## src/rtl/timestamper_pulse_writer.sv

```systemverilog
// timestamper_pulse_writer
//   Packs timestamped photon events into 32-bit words and writes them into a
//   dual-port BRAM ring buffer (port A). A header word is inserted on every frame
//   tick. The committed write pointer is published on pulses_addr for the PPC,
//   which treats every word below it as valid.
// Ports
//   user_clk     sole clock
//   user_rst_n   asynchronous reset, active low
//   enable       software run enable (synchronous)
//   sec_tick     one-cycle frame boundary strobe
//   evt_valid    event present
//   evt_ready    event accepted when evt_valid && evt_ready
//   evt_chan     event channel id
//   evt_ts       event timestamp
//   bram_we      BRAM port-A write strobe
//   bram_addr    BRAM port-A word address
//   bram_din     BRAM port-A write data
//   pulses_addr  {lap, zeros, next write address}
module timestamper_pulse_writer #(
    parameter int unsigned ADDR_W = 12,
    parameter int unsigned CH_W   = 8,
    parameter int unsigned TS_W   = 21
) (
    input  logic              user_clk,
    input  logic              user_rst_n,
    input  logic              enable,
    input  logic              sec_tick,
    input  logic              evt_valid,
    output logic              evt_ready,
    input  logic [CH_W-1:0]   evt_chan,
    input  logic [TS_W-1:0]   evt_ts,
    output logic              bram_we,
    output logic [ADDR_W-1:0] bram_addr,
    output logic [31:0]       bram_din,
    output logic [31:0]       pulses_addr
);

    if (CH_W + TS_W > 30) begin : g_bad_width
        $error("timestamper_pulse_writer: CH_W + TS_W must not exceed 30");
    end

    localparam logic [1:0] S_OFF = 2'd0;
    localparam logic [1:0] S_RUN = 2'd1;
    localparam logic [1:0] S_HDR = 2'd2;

    logic [1:0]        state_q, state_d;
    logic [ADDR_W-1:0] wr_addr_q, wr_addr_d;
    logic              lap_q, lap_d;
    logic [15:0]       frame_cnt_q, frame_cnt_d;
    logic              tick_pend_q, tick_pend_d;
    logic              bram_we_q, bram_we_d;
    logic [ADDR_W-1:0] bram_addr_q, bram_addr_d;
    logic [31:0]       bram_din_q, bram_din_d;
    logic [31:0]       pulses_addr_q, pulses_addr_d;

    logic        evt_accept;
    logic        write_req;
    logic [31:0] evt_word;

    assign evt_ready  = (state_q == S_RUN) && !tick_pend_q && enable;
    assign evt_accept = evt_valid && evt_ready;
    assign write_req  = evt_accept || (state_q == S_HDR);

    always_comb begin
        evt_word                    = '0;
        evt_word[TS_W-1:0]          = evt_ts;
        evt_word[TS_W +: CH_W]      = evt_chan;
    end

    always_comb begin
        state_d       = state_q;
        wr_addr_d     = wr_addr_q;
        lap_d         = lap_q;
        frame_cnt_d   = frame_cnt_q;
        tick_pend_d   = tick_pend_q;
        bram_we_d     = write_req;
        bram_addr_d   = bram_addr_q;
        bram_din_d    = bram_din_q;
        pulses_addr_d = pulses_addr_q;

        // Pointer trails the write strobe by one cycle so it only covers committed words.
        if (bram_we_q) begin
            pulses_addr_d                = '0;
            pulses_addr_d[31]            = lap_q;
            pulses_addr_d[ADDR_W-1:0]    = wr_addr_q;
        end

        if (write_req) begin
            bram_addr_d = wr_addr_q;
            bram_din_d  = (state_q == S_HDR) ? {2'b11, 14'h0, frame_cnt_q} : evt_word;
            wr_addr_d   = wr_addr_q + 1'b1;
            if (wr_addr_q == '1) begin
                lap_d = ~lap_q;
            end
        end

        case (state_q)
            S_OFF: begin
                if (enable) begin
                    state_d       = S_RUN;
                    wr_addr_d     = '0;
                    lap_d         = 1'b0;
                    frame_cnt_d   = '0;
                    tick_pend_d   = 1'b1;   // first word of a run is always a header
                    pulses_addr_d = '0;
                end
            end
            S_RUN: begin
                if (sec_tick) begin
                    tick_pend_d = 1'b1;
                end
                if (!enable) begin
                    state_d = S_OFF;
                end else if (tick_pend_q || sec_tick) begin
                    // Jumping straight on the tick keeps evt_ready low for one cycle only.
                    state_d = S_HDR;
                end
            end
            S_HDR: begin
                // A tick arriving here merges into the header being written.
                tick_pend_d = 1'b0;
                frame_cnt_d = frame_cnt_q + 16'd1;
                state_d     = enable ? S_RUN : S_OFF;
            end
            default: begin
                state_d = S_OFF;
            end
        endcase
    end

    always_ff @(posedge user_clk or negedge user_rst_n) begin
        if (!user_rst_n) begin
            state_q       <= S_OFF;
            wr_addr_q     <= '0;
            lap_q         <= 1'b0;
            frame_cnt_q   <= '0;
            tick_pend_q   <= 1'b0;
            bram_we_q     <= 1'b0;
            bram_addr_q   <= '0;
            bram_din_q    <= '0;
            pulses_addr_q <= '0;
        end else begin
            state_q       <= state_d;
            wr_addr_q     <= wr_addr_d;
            lap_q         <= lap_d;
            frame_cnt_q   <= frame_cnt_d;
            tick_pend_q   <= tick_pend_d;
            bram_we_q     <= bram_we_d;
            bram_addr_q   <= bram_addr_d;
            bram_din_q    <= bram_din_d;
            pulses_addr_q <= pulses_addr_d;
        end
    end

    assign bram_we     = bram_we_q;
    assign bram_addr   = bram_addr_q;
    assign bram_din    = bram_din_q;
    assign pulses_addr = pulses_addr_q;

endmodule

```

## config.mk

```make
export PLATFORM = sky130hd
export DESIGN_NAME = timestamper_pulse_writer
export DESIGN_NICKNAME = d
export VERILOG_FILES = /design/src/rtl/timestamper_pulse_writer.sv
export SDC_FILE = /design/constraint.sdc
export NUM_CORES = 1
export LEC_CHECK = 0
export CAP_MARGIN = 20
export CORE_MARGIN = 1
export CORE_UTILIZATION = 51
export CTS_BUF_LIST = sky130_fd_sc_hd__clkbuf_8
export DETAILED_ROUTE_END_ITERATION = 8
export GPL_TIMING_DRIVEN = 1
export PLACE_DENSITY = 0.82
export SYNTH_ARGS = -nofsm -noshare
export SYNTH_HDL_FRONTEND = slang
export SYNTH_SLANG_ARGS = --single-unit
```

## constraint.sdc

```tcl
create_clock -name user_clk -period 2.04 [get_ports user_clk]
set_input_delay 0.306 -clock user_clk [delete_from_list [all_inputs] [get_ports user_clk]]
set_output_delay 0.306 -clock user_clk [all_outputs]
set_load 0.05 [all_outputs]
```

==> results of run 1 <==
==> routing by layer <==
layer	vias up	global-route usage, %	wire (um)
met5	-	0	0
met4	0	7.84	53
met3	4	5.37	660
met2	106	37.4	4970
met1	1799	33.3	4560
li1	1695	-	-
==> layout make-up <==
class	instances	share of cell area [%]
Tap cell	108	2.23
Clock buffer	9	2.04
Multi-Input combinational cell	294	28.1
Sequential cell	107	44.2
Timing Repair Buffer	128	21.7
Inverter	5	0.330
Clock inverter	7	1.38
==> layout by cell type, fill, tap and decap left out, types with 5 or more instances in the layout <==
| cell | n |
|---|---|
| nand3_1 | 13 |
| buf_12 | 7 |
| clkdlybuf4s50_1 | 107 |
| a21oi_1 | 22 |
| buf_4 | 13 |
| mux2_2 | 12 |
| o31ai_1 | 6 |
| mux2i_1 | 25 |
| or4_1 | 5 |
| nand2_1 | 90 |
| nor2_1 | 37 |
| a31oi_1 | 18 |
| clkbuf_8 | 9 |
| o21ai_0 | 5 |
| nand4_1 | 5 |
| and2_1 | 22 |
| dfrtp_1 | 107 |
==> how the worst min path moves through the flow <==
stage	start	to	depth (start not counted)	slack, ns
detailed placement	user_rst_n	pulses_addr[9]	1	0.29
CTS	user_rst_n	pulses_addr[9]	2	0.43
finish	user_rst_n	pulses_addr[2]	2	0.42
global placement	user_rst_n	pulses_addr[9]	1	0.28
global route	user_rst_n	pulses_addr[2]	2	0.46
floorplan	user_rst_n	bram_addr[0]	0	0.01
==> metrics by stage <==
step | std cells | area [um^2] | TNS, ns
after floorplan | 433 | 4530 | 0
after global placement | 641 | 5850 | -1.06
after detailed placement | 641 | 5850 | -2.45
after CTS | 658 | 6060 | 0
after global routing | 658 | 6060 | 0
final | 658 | 6060 | 0
==> sequential cells by signal, indices dropped and copies added, names as in the netlist <==
register and flops:
bram_we 1, lap_q 1, wr_addr_q 12, bram_addr 12, state_q 2, pulses_addr 32
frame_cnt_q 16, bram_din 30, tick_pend_q 1
==> kinds of logic after synthesis <==
group,count (synthesis)
xor gates and xnor gates,2
muxes,37
and+or+nand+nor,189
DFF,107
adders and majority gates,2
buffers and inverters,32
other,1
AOI/OAI and AO/OA,63
==> power groups by stage <==
stage | clock, mW | sequential [mW] | combinational [mW]
2_1_floorplan | 0 | 2.91 | 0.283
3_3_place_gp | 0 | 2.43 | 1.25
3_5_place_dp | 0 | 2.43 | 1.27
4_1_cts | 1.37 | 2.40 | 1.27
5_1_grt | 1.46 | 2.43 | 1.34
6_report | 1.35 | 2.40 | 1.26
==> timing repair <==
item                      in CTS  in global routing
setup buffers                  0                  0
hold buffers                   1                  0
hold endpoints to repair      32                  0
==> results.cfg, run 1 <==
[worst_setup_path]
crit_buf_inv = 1
rr_worst_depth = 6
r2r_slack_ns = 0.21
r2r_start = state_q[1]
endpoint = bram_din[30]
arrival_ns = 1.58
slowest_stage = clkdlybuf4s50_1
critPathCaptureType = output pin
path_cells = clkdlybuf4s50_1
required_ns = 1.73
critPathLaunch = bram_din[30]
cpPeakStageDelay_ns = 0.83
crit_family = buffers and inverters
cp_max_fo = 3
reg2reg_to = wr_addr_q[9]
start_kind = flip-flop
path_class = reg2out
cp.depth = 1

[logic_synthesis]
synth.ff_latch_count = 107
synth_top_cell_area_share_pct = 59.1
synth_nets = 469
syn_inst = 433
ys.flop_type = dfrtp_1
synth-simple-area-share_pct = 19.6
synth_xor_area_share_pct = 0.387
synth_common_cells = dfrtp_1 (107), nand2_1 (90), nor2_1 (37)
synth_warnings = 0
yosysSeqAreaShare_pct = 59.1
yosys.area.top_type = dfrtp_1
muxShareOfSynthArea_pct = 8.51
avgSynthCellArea_um2 = 10.5
yosys-top-cells-area = dfrtp_1 (59%), nand2_1 (7.5%), mux2i_1 (5.5%)
ys_types = 44
synth_edf_count = 0
syn_area_um2 = 4530
synth_top_family_by_area = simple AND/OR/NAND/NOR gates
synth-adder-area-share_pct = 0.552
synthArstFlopShare_pct = 100
synth_compound_area_share_pct = 8.48
yosysMostFrequentCell = dfrtp_1

[power_and_ir_drop]
leakage_nw = 2.78
sw_frac_of_total_pct = 33.9
p_int_mw = 3.32
p_total_mw = 5.02
ir_drop_mv = 0.432
p_switching_mw = 1.70
pwr-share-clk_pct = 27.0
seqPwrFrac_pct = 47.9
p_per_area_nw_per_um2 = 827
p_comb_share_pct = 25.2

[layout]
drive_above_1_share_pct = 9.82
nets = 581
syn2layout_area_growth_pct = 33.9
multi_input_area_um2 = 1700
antenna_cells = 0
fin_util_pct = 69.9
seq_area_um2 = 2680
fillers = 666

[cts]
cts_tree = built
clk_latency_ns = 0.36
cts_buffer_depth = 2
cts.sinks = 107
htreeDepth = 3
clkTransAtPathRegs_ns = 0.11
cts_resized = 0
cts_buffers = 9
root_buffer = clkbuf_8

[global_routing]
grt_max_degree = 40
grt_pass1_wl_um = 17000
grt_overflow_total = 0
grtUsageTotal_pct = 24.0
grt_pass1_vias = 3512
antenna_found_initial = 0

[timing]
clock.fmax_mhz = 531
finalCritPeriodShare_pct = 92.4
worstMarginPinSlew_ns = 0.882
hold_viol = 0
setup_ws_ns = 0.155
slew_violations = 0
slew-limit-headroom_pct = 41.0
finClkSkew_ns = 0.0123
min_period_ns = 1.88
setup-violations-final = 0
hold_slack_ns = 0.416
grt_setup_unrepaired = false

[route]
post_drt_wl_per_cell_um = 15.6
drc = 0
vias_per_cell = 5.48
routed_wl_um = 10200
drt_iter0_drc = 187
firstDrtPassIters = 4
final_antenna_net_count = 0
vias = 3604

[floorplanning]
rows = 34
core-area_um2 = 8680
die_h_um = 96.2
start_util_pct = 52.2
dieArea_um2 = 9260
ios = 112
die_w_um = 96.2

[placement]
place.gp.congestion = 0.791
port_buffers = 110
hpwl_um = 7020
post-place-ws_ns = -0.141

[job]
drv_cap = 0

[status]
status = complete, no violations

[worst_hold_path]
hp-class = in2async
Power figures use the tool's default switching activity.
==> run 2: changes to the inputs <==
--- a/config.mk
+++ b/config.mk
@@ -10,6 +10,7 @@
 export CORE_UTILIZATION = 51
 export CTS_BUF_LIST = sky130_fd_sc_hd__clkbuf_8
 export DETAILED_ROUTE_END_ITERATION = 8
+export GPL_ROUTABILITY_DRIVEN = 0
 export GPL_TIMING_DRIVEN = 1
 export PLACE_DENSITY = 0.82
 export SYNTH_ARGS = -nofsm -noshare
==> results of run 2 <==
No change in the layout: final DEF, timing and power equal those of run 1.
==> run 3: changes to the inputs <==
--- a/config.mk
+++ b/config.mk
@@ -11,8 +11,9 @@
 export CTS_BUF_LIST = sky130_fd_sc_hd__clkbuf_8
 export DETAILED_ROUTE_END_ITERATION = 8
 export GPL_ROUTABILITY_DRIVEN = 0
-export GPL_TIMING_DRIVEN = 1
+export GPL_TIMING_DRIVEN = 0
 export PLACE_DENSITY = 0.82
+export SETUP_SLACK_MARGIN = 0.4
 export SYNTH_ARGS = -nofsm -noshare
 export SYNTH_HDL_FRONTEND = slang
 export SYNTH_SLANG_ARGS = --single-unit
==> run 3 against run 2 <==
Net effect: clock power is 9% lower; critical path depth up 6; clock skew shrank 0.0065 ns; highest routed layer unchanged.
==> results.cfg, run 3 (synthesized netlist as in run 1, its figures left out) <==
[placement]
hpwl_um = 7000
port_buffers = 110

[layout]
final_cell_mix = dfrtp_1 (103), nand2_1 (90), dlygate4sd2_1 (75)
antenna_cells = 0
nets = 606
drive_above_1_share_pct = 18.3
syn2layout_area_growth_pct = 40.2
final_common_cell = dfrtp_1
largest_register_ffs = 32

[route]
vias = 3724
post_drt_wl_per_cell_um = 16.2
final_antenna_net_count = 0
drc = 0
firstDrtPassIters = 4
routed_wl_um = 11100
drt_iter0_drc = 149
vias_per_cell = 5.45

[timing]
min_period_ns = 1.72
slew_violations = 0
slew-limit-headroom_pct = 54.0
finalCritPeriodShare_pct = 84.1
setup-violations-final = 0
worstMarginPinSlew_ns = 0.690
hold_viol = 0
fin_tns_setup_ns = 0
clock.fmax_mhz = 583
finClkSkew_ns = 0.00581
grt_setup_unrepaired = true

[cts]
clkTransAtPathRegs_ns = 0.10
root_buffer = clkbuf_8
cts_buffer_depth = 2
clk_latency_ns = 0.36
htreeDepth = 3
cts_tree = built
cts.sinks = 107
cts_buffers = 9

[worst_setup_path]
path_class = reg2reg
start_kind = flip-flop
rr_worst_depth = 7
reg2reg_to = bram_addr[7]
r2r_start = state_q[1]
cp_max_fo = 5
arrival_ns = 1.98
r2r_slack_ns = 0.32
required_ns = 2.30
critPathCaptureType = flip-flop

[job]
drv_cap = 0

[worst_hold_path]
holdCritStartpoint = enable
hold_path_end = state_q[1]
hp-class = in2reg
whs_path_depth = 3

[power_and_ir_drop]
p_total_mw = 4.86
leakage_nw = 3.25
ir_drop_mv = 0.529
p_per_area_nw_per_um2 = 765

[floorplanning]
dieArea_um2 = 9260
start_util_pct = 52.2
ios = 112
die_h_um = 96.2
core-area_um2 = 8680
rows = 34
die_w_um = 96.2

[global_routing]
grtUsageTotal_pct = 24.4
antenna_found_initial = 0
grt_overflow_total = 0
grt_pass1_vias = 3600
grt_max_degree = 55
grt_pass1_wl_um = 17000

[status]
status = complete, no violations
==> run 3: cell count changes in the layout (fill, tap and decap cells not counted), moves of 5 or more <==
| cell | previous run | this run |
|---|---|---|
| clkdlybuf4s50_1 | 107 | 31 |
| dlygate4sd2_1 | 0 | 75 |
| mux2_2 | 12 | 1 |
| mux2_4 | 0 | 11 |
| buf_6 | 0 | 7 |
| o31ai_1 | 6 | 1 |
==> run 3: layout make-up <==
class                      instances  area [um^2]
buffer                            27          220
clock buffer                       9          124
clock inverter                     7         61.3
fill                             642         2330
inverter                           5         23.8
multi-input combinational        294         1900
sequential                       107         2680
tap                              108          135
timing repair buffer             126         1200
==> run 3: worst max-delay path by stage <==
stage                     from        endpoint  slack (ns)  depth (start not counted)
CTS                 state_q[1]       evt_ready        0.26                          3
detailed placement      enable    wr_addr_q[2]       -0.27                          6
global route        state_q[1]  pulses_addr[0]        0.28                          4
finish              state_q[1]    bram_addr[7]        0.32                          7
global placement    user_rst_n    bram_din[10]       -3.21                          1
floorplan           state_q[1]   wr_addr_q[10]        0.38                          6
==> run 3: worst max-delay path: stages, from the launching register on <==
cell     delay, ns
dfrtp_2       0.43
buf_6         0.13
and2b_4       0.17
a21oi_4       0.16
buf_6         0.18
buf_12        0.11
buf_12        0.11
mux2_4        0.30
==> run 3: layer usage <==
metal	vias to the layer above	global-route usage, %	part of all wire, %
met5	-	0	0
met1	1849	31.4	44
met3	16	4.42	4.9
li1	1749	-	-
met4	0	7.21	1.4
met2	110	42.1	50
==> run 3: what timing repair did <==
item | in CTS | in global routing
cloned | 2 | 0
gates resized for setup | 123 | 65
endpoints found under the setup margin | 159 | 98
pin swaps | 14 | 14
setup buffers | 11 | 1
hold buffers | 1 | 0
endpoints found under the hold margin | 10 | 0
==> run 3: power by group <==
| group | internal, mW | switching, mW | leakage [nW] | total, mW |
|---|---|---|---|---|
| Combinational | 0.402 | 0.844 | 1.73 | 1.25 |
| Sequential | 2.28 | 0.106 | 1.43 | 2.39 |
| Clock | 0.466 | 0.763 | 0.0884 | 1.23 |
| Total | 3.15 | 1.71 | 3.25 | 4.86 |
==> run 3: stage by stage <==
stage / utilization [%] / setup WS [ns] / cells / cell area, um^2 / hold WS, ns
floorplan: - / 0.382 / 433 / 4560 / 0.0104
global placement: 66.8 / -3.21 / 651 / 5800 / 0.460
detailed placement: 67.1 / -0.268 / 652 / 5820 / 0.396
CTS: 71.2 / 0.259 / 682 / 6180 / 0.421
global route: 73.2 / 0.281 / 683 / 6350 / 0.470
finish: 73.2 / 0.324 / 683 / 6350 / 0.465
==> RTL change (flow settings as in run 3) <==
Take the reset off `wr_addr_q`, `bram_addr_q`, `bram_din_q` and `pulses_addr_q` and load them in a clocked block of their own.
--- a/src/rtl/timestamper_pulse_writer.sv
+++ b/src/rtl/timestamper_pulse_writer.sv
@@ -131,25 +131,24 @@
     always_ff @(posedge user_clk or negedge user_rst_n) begin
         if (!user_rst_n) begin
             state_q       <= S_OFF;
-            wr_addr_q     <= '0;
             lap_q         <= 1'b0;
             frame_cnt_q   <= '0;
             tick_pend_q   <= 1'b0;
             bram_we_q     <= 1'b0;
-            bram_addr_q   <= '0;
-            bram_din_q    <= '0;
-            pulses_addr_q <= '0;
         end else begin
             state_q       <= state_d;
-            wr_addr_q     <= wr_addr_d;
             lap_q         <= lap_d;
             frame_cnt_q   <= frame_cnt_d;
             tick_pend_q   <= tick_pend_d;
             bram_we_q     <= bram_we_d;
-            bram_addr_q   <= bram_addr_d;
-            bram_din_q    <= bram_din_d;
-            pulses_addr_q <= pulses_addr_d;
         end
+    end
+
+    always_ff @(posedge user_clk) begin
+        wr_addr_q     <= wr_addr_d;
+        bram_addr_q   <= bram_addr_d;
+        bram_din_q    <= bram_din_d;
+        pulses_addr_q <= pulses_addr_d;
     end
 
     assign bram_we     = bram_we_q;
Formal check against the unedited RTL: differs if user_rst_n is asserted again (counterexample within 4 cycles, from zero or initial values and one cycle with user_rst_n low); with user_rst_n held inactive, the same outputs for 10 cycles.
==> RTL change against run 3 <==
- setup slack better by 0.037 ns
- hold slack worse by 0.022 ns
- sequential cell count stayed put
- routed wire length fell by 11%
- area after synthesis fell by 6.9%
- critical path depth shrank 2
- final area fell by 8.1%
- non-clock buffer count down 12
Power is not compared: it rests on default switching activity, and its combinational part moved more than twofold at a synthesized area within 25%.
==> RTL change: results (changes against run 3) <==
fillers: 547  # -15%
wl_per_cell_um: 16.1  # -1.0%
finClkSkew_ns: 0.0102  # +0.00438 ns
post-place-ws_ns: -0.706  # -0.439 ns
synth.net_count: 404  # -14%
slowest_stage: "or4_1"
path_delay_family: "simple AND/OR/NAND/NOR gates"
synth-async-reset-ratio_pct: 19.6  # -80 points
syn_inst: 368  # -15%
grt_usage_pct: 23.2  # -1.2 points
yosysUniqueCellTypes: 48  # +9.1%
fin_nets: 541  # -11%
synth_common_cells: "nand2_1, dfxtp_1, edfxtp_1, and2_1, mux2i_1"
vias: 3228  # -13%
path_max_fanout: 9  # +4
min_path_type: "register to register"
ys_top_cells_by_area: "edfxtp_1, dfxtp_1, dfrtp_1"
synth_edf_count: 42  # +42
dpl.cell_count: 580  # -11%
grt_max_degree: 22  # -60%
synth_top_flop_cell: "dfxtp_1"
grt_pass1_wl_um: 15300  # -10%
worst_pin_slew_ns: 0.958  # +0.268 ns
drive_above_1_share_pct: 14.1  # -4.1 points
run_status: "completed"
vias_per_cell: 5.27  # -3.3%
detail_route.iter0.violations: 171  # +15%
dp_hpwl_um: 6190  # -12%
## RTL change: repair_timing
action / 4_1_cts / 5_1_grt
resized for setup: 103 / 23
pin swaps: 3 / 4
cloned: 3 / 1
endpoints found under the setup margin: 166 / 71
setup buffers: 10 / 2
## RTL change: path summary, 6_finish.rpt
kind	slack [ns]	to	cells after the start	startpoint
max	0.36	wr_addr_q[10]$_DFF_P_	5	wr_addr_q[1]$_DFF_P_
min	0.44	bram_addr[2]$_DFFE_PP_	0	wr_addr_q[2]$_DFF_P_
max reg2reg	0.36	wr_addr_q[10]$_DFF_P_	5	wr_addr_q[1]$_DFF_P_
min reg2reg	0.44	bram_addr[2]$_DFFE_PP_	0	wr_addr_q[2]$_DFF_P_
max in group asynchronous	0.93	state_q[1]$_DFFE_PN0P_	1	user_rst_n
min in group asynchronous	0.46	frame_cnt_q[13]$_DFFE_PN0P_	1	user_rst_n
## RTL change: layout make-up
class	instances	area [sq um]	share of cell area, %
Buffer	19	121	2.08
Timing Repair inverter	4	30.0	0.514
Sequential cell	107	2680	45.8
Clock inverter	6	81.3	1.39
Clock buffer	10	138	2.36
Inverter	9	45.0	0.772
Multi-Input combinational cell	233	1510	25.9
Timing Repair Buffer	122	1110	18.9
Tap cell	102	128	2.19
## RTL change: worst register-to-register path, cell delays in order, from the launching register on
cell	delay [ns]
dfxtp_2	0.42
ha_2	0.25
and3_2	0.22
a32oi_4	0.09
or4_1	0.44
a21oi_1	0.18
## RTL change: logic make-up (layout without fill, tap and decap cells)
group	count (synthesis)	after routing	share of synthesized area, %
AOI/OAI and AO/OA	31	31	5.70
xor gates and xnor gates	2	2	0.416
adders and majority gates	2	2	0.593
buffers and inverters	28	170	3.38
DFF	107	107	63.3
muxes	26	26	6.20
other	1	1	0.0889
and+or+nand+nor	171	171	20.4
## RTL change: power breakdown
part | internal (uW) | leakage, uW | switching [uW]
logic | 191 | 0.00139 | 327
clock network | 716 | 0.000119 | 673
registers | 2290 | 0.00103 | 40.0
total | 3200 | 0.00254 | 1040
## RTL change: through the flow
step	hold slack [ns]	power [uW]
after floorplan	0.0104	2660
after global placement	0.420	2840
after detailed placement	0.420	2860
after CTS	0.442	4240
after global routing	0.459	4390
final	0.442	4240
## RTL change: layer usage
metal	share of wire, %	global-route usage [%]	routed length (um)	vias up
li1	-	-	-	1553
met1	40	27.1	3920	1521
met2	50	39.9	4960	129
met3	6.8	6.32	666	25
met4	2.9	9.87	281	0
met5	0	0	0	-
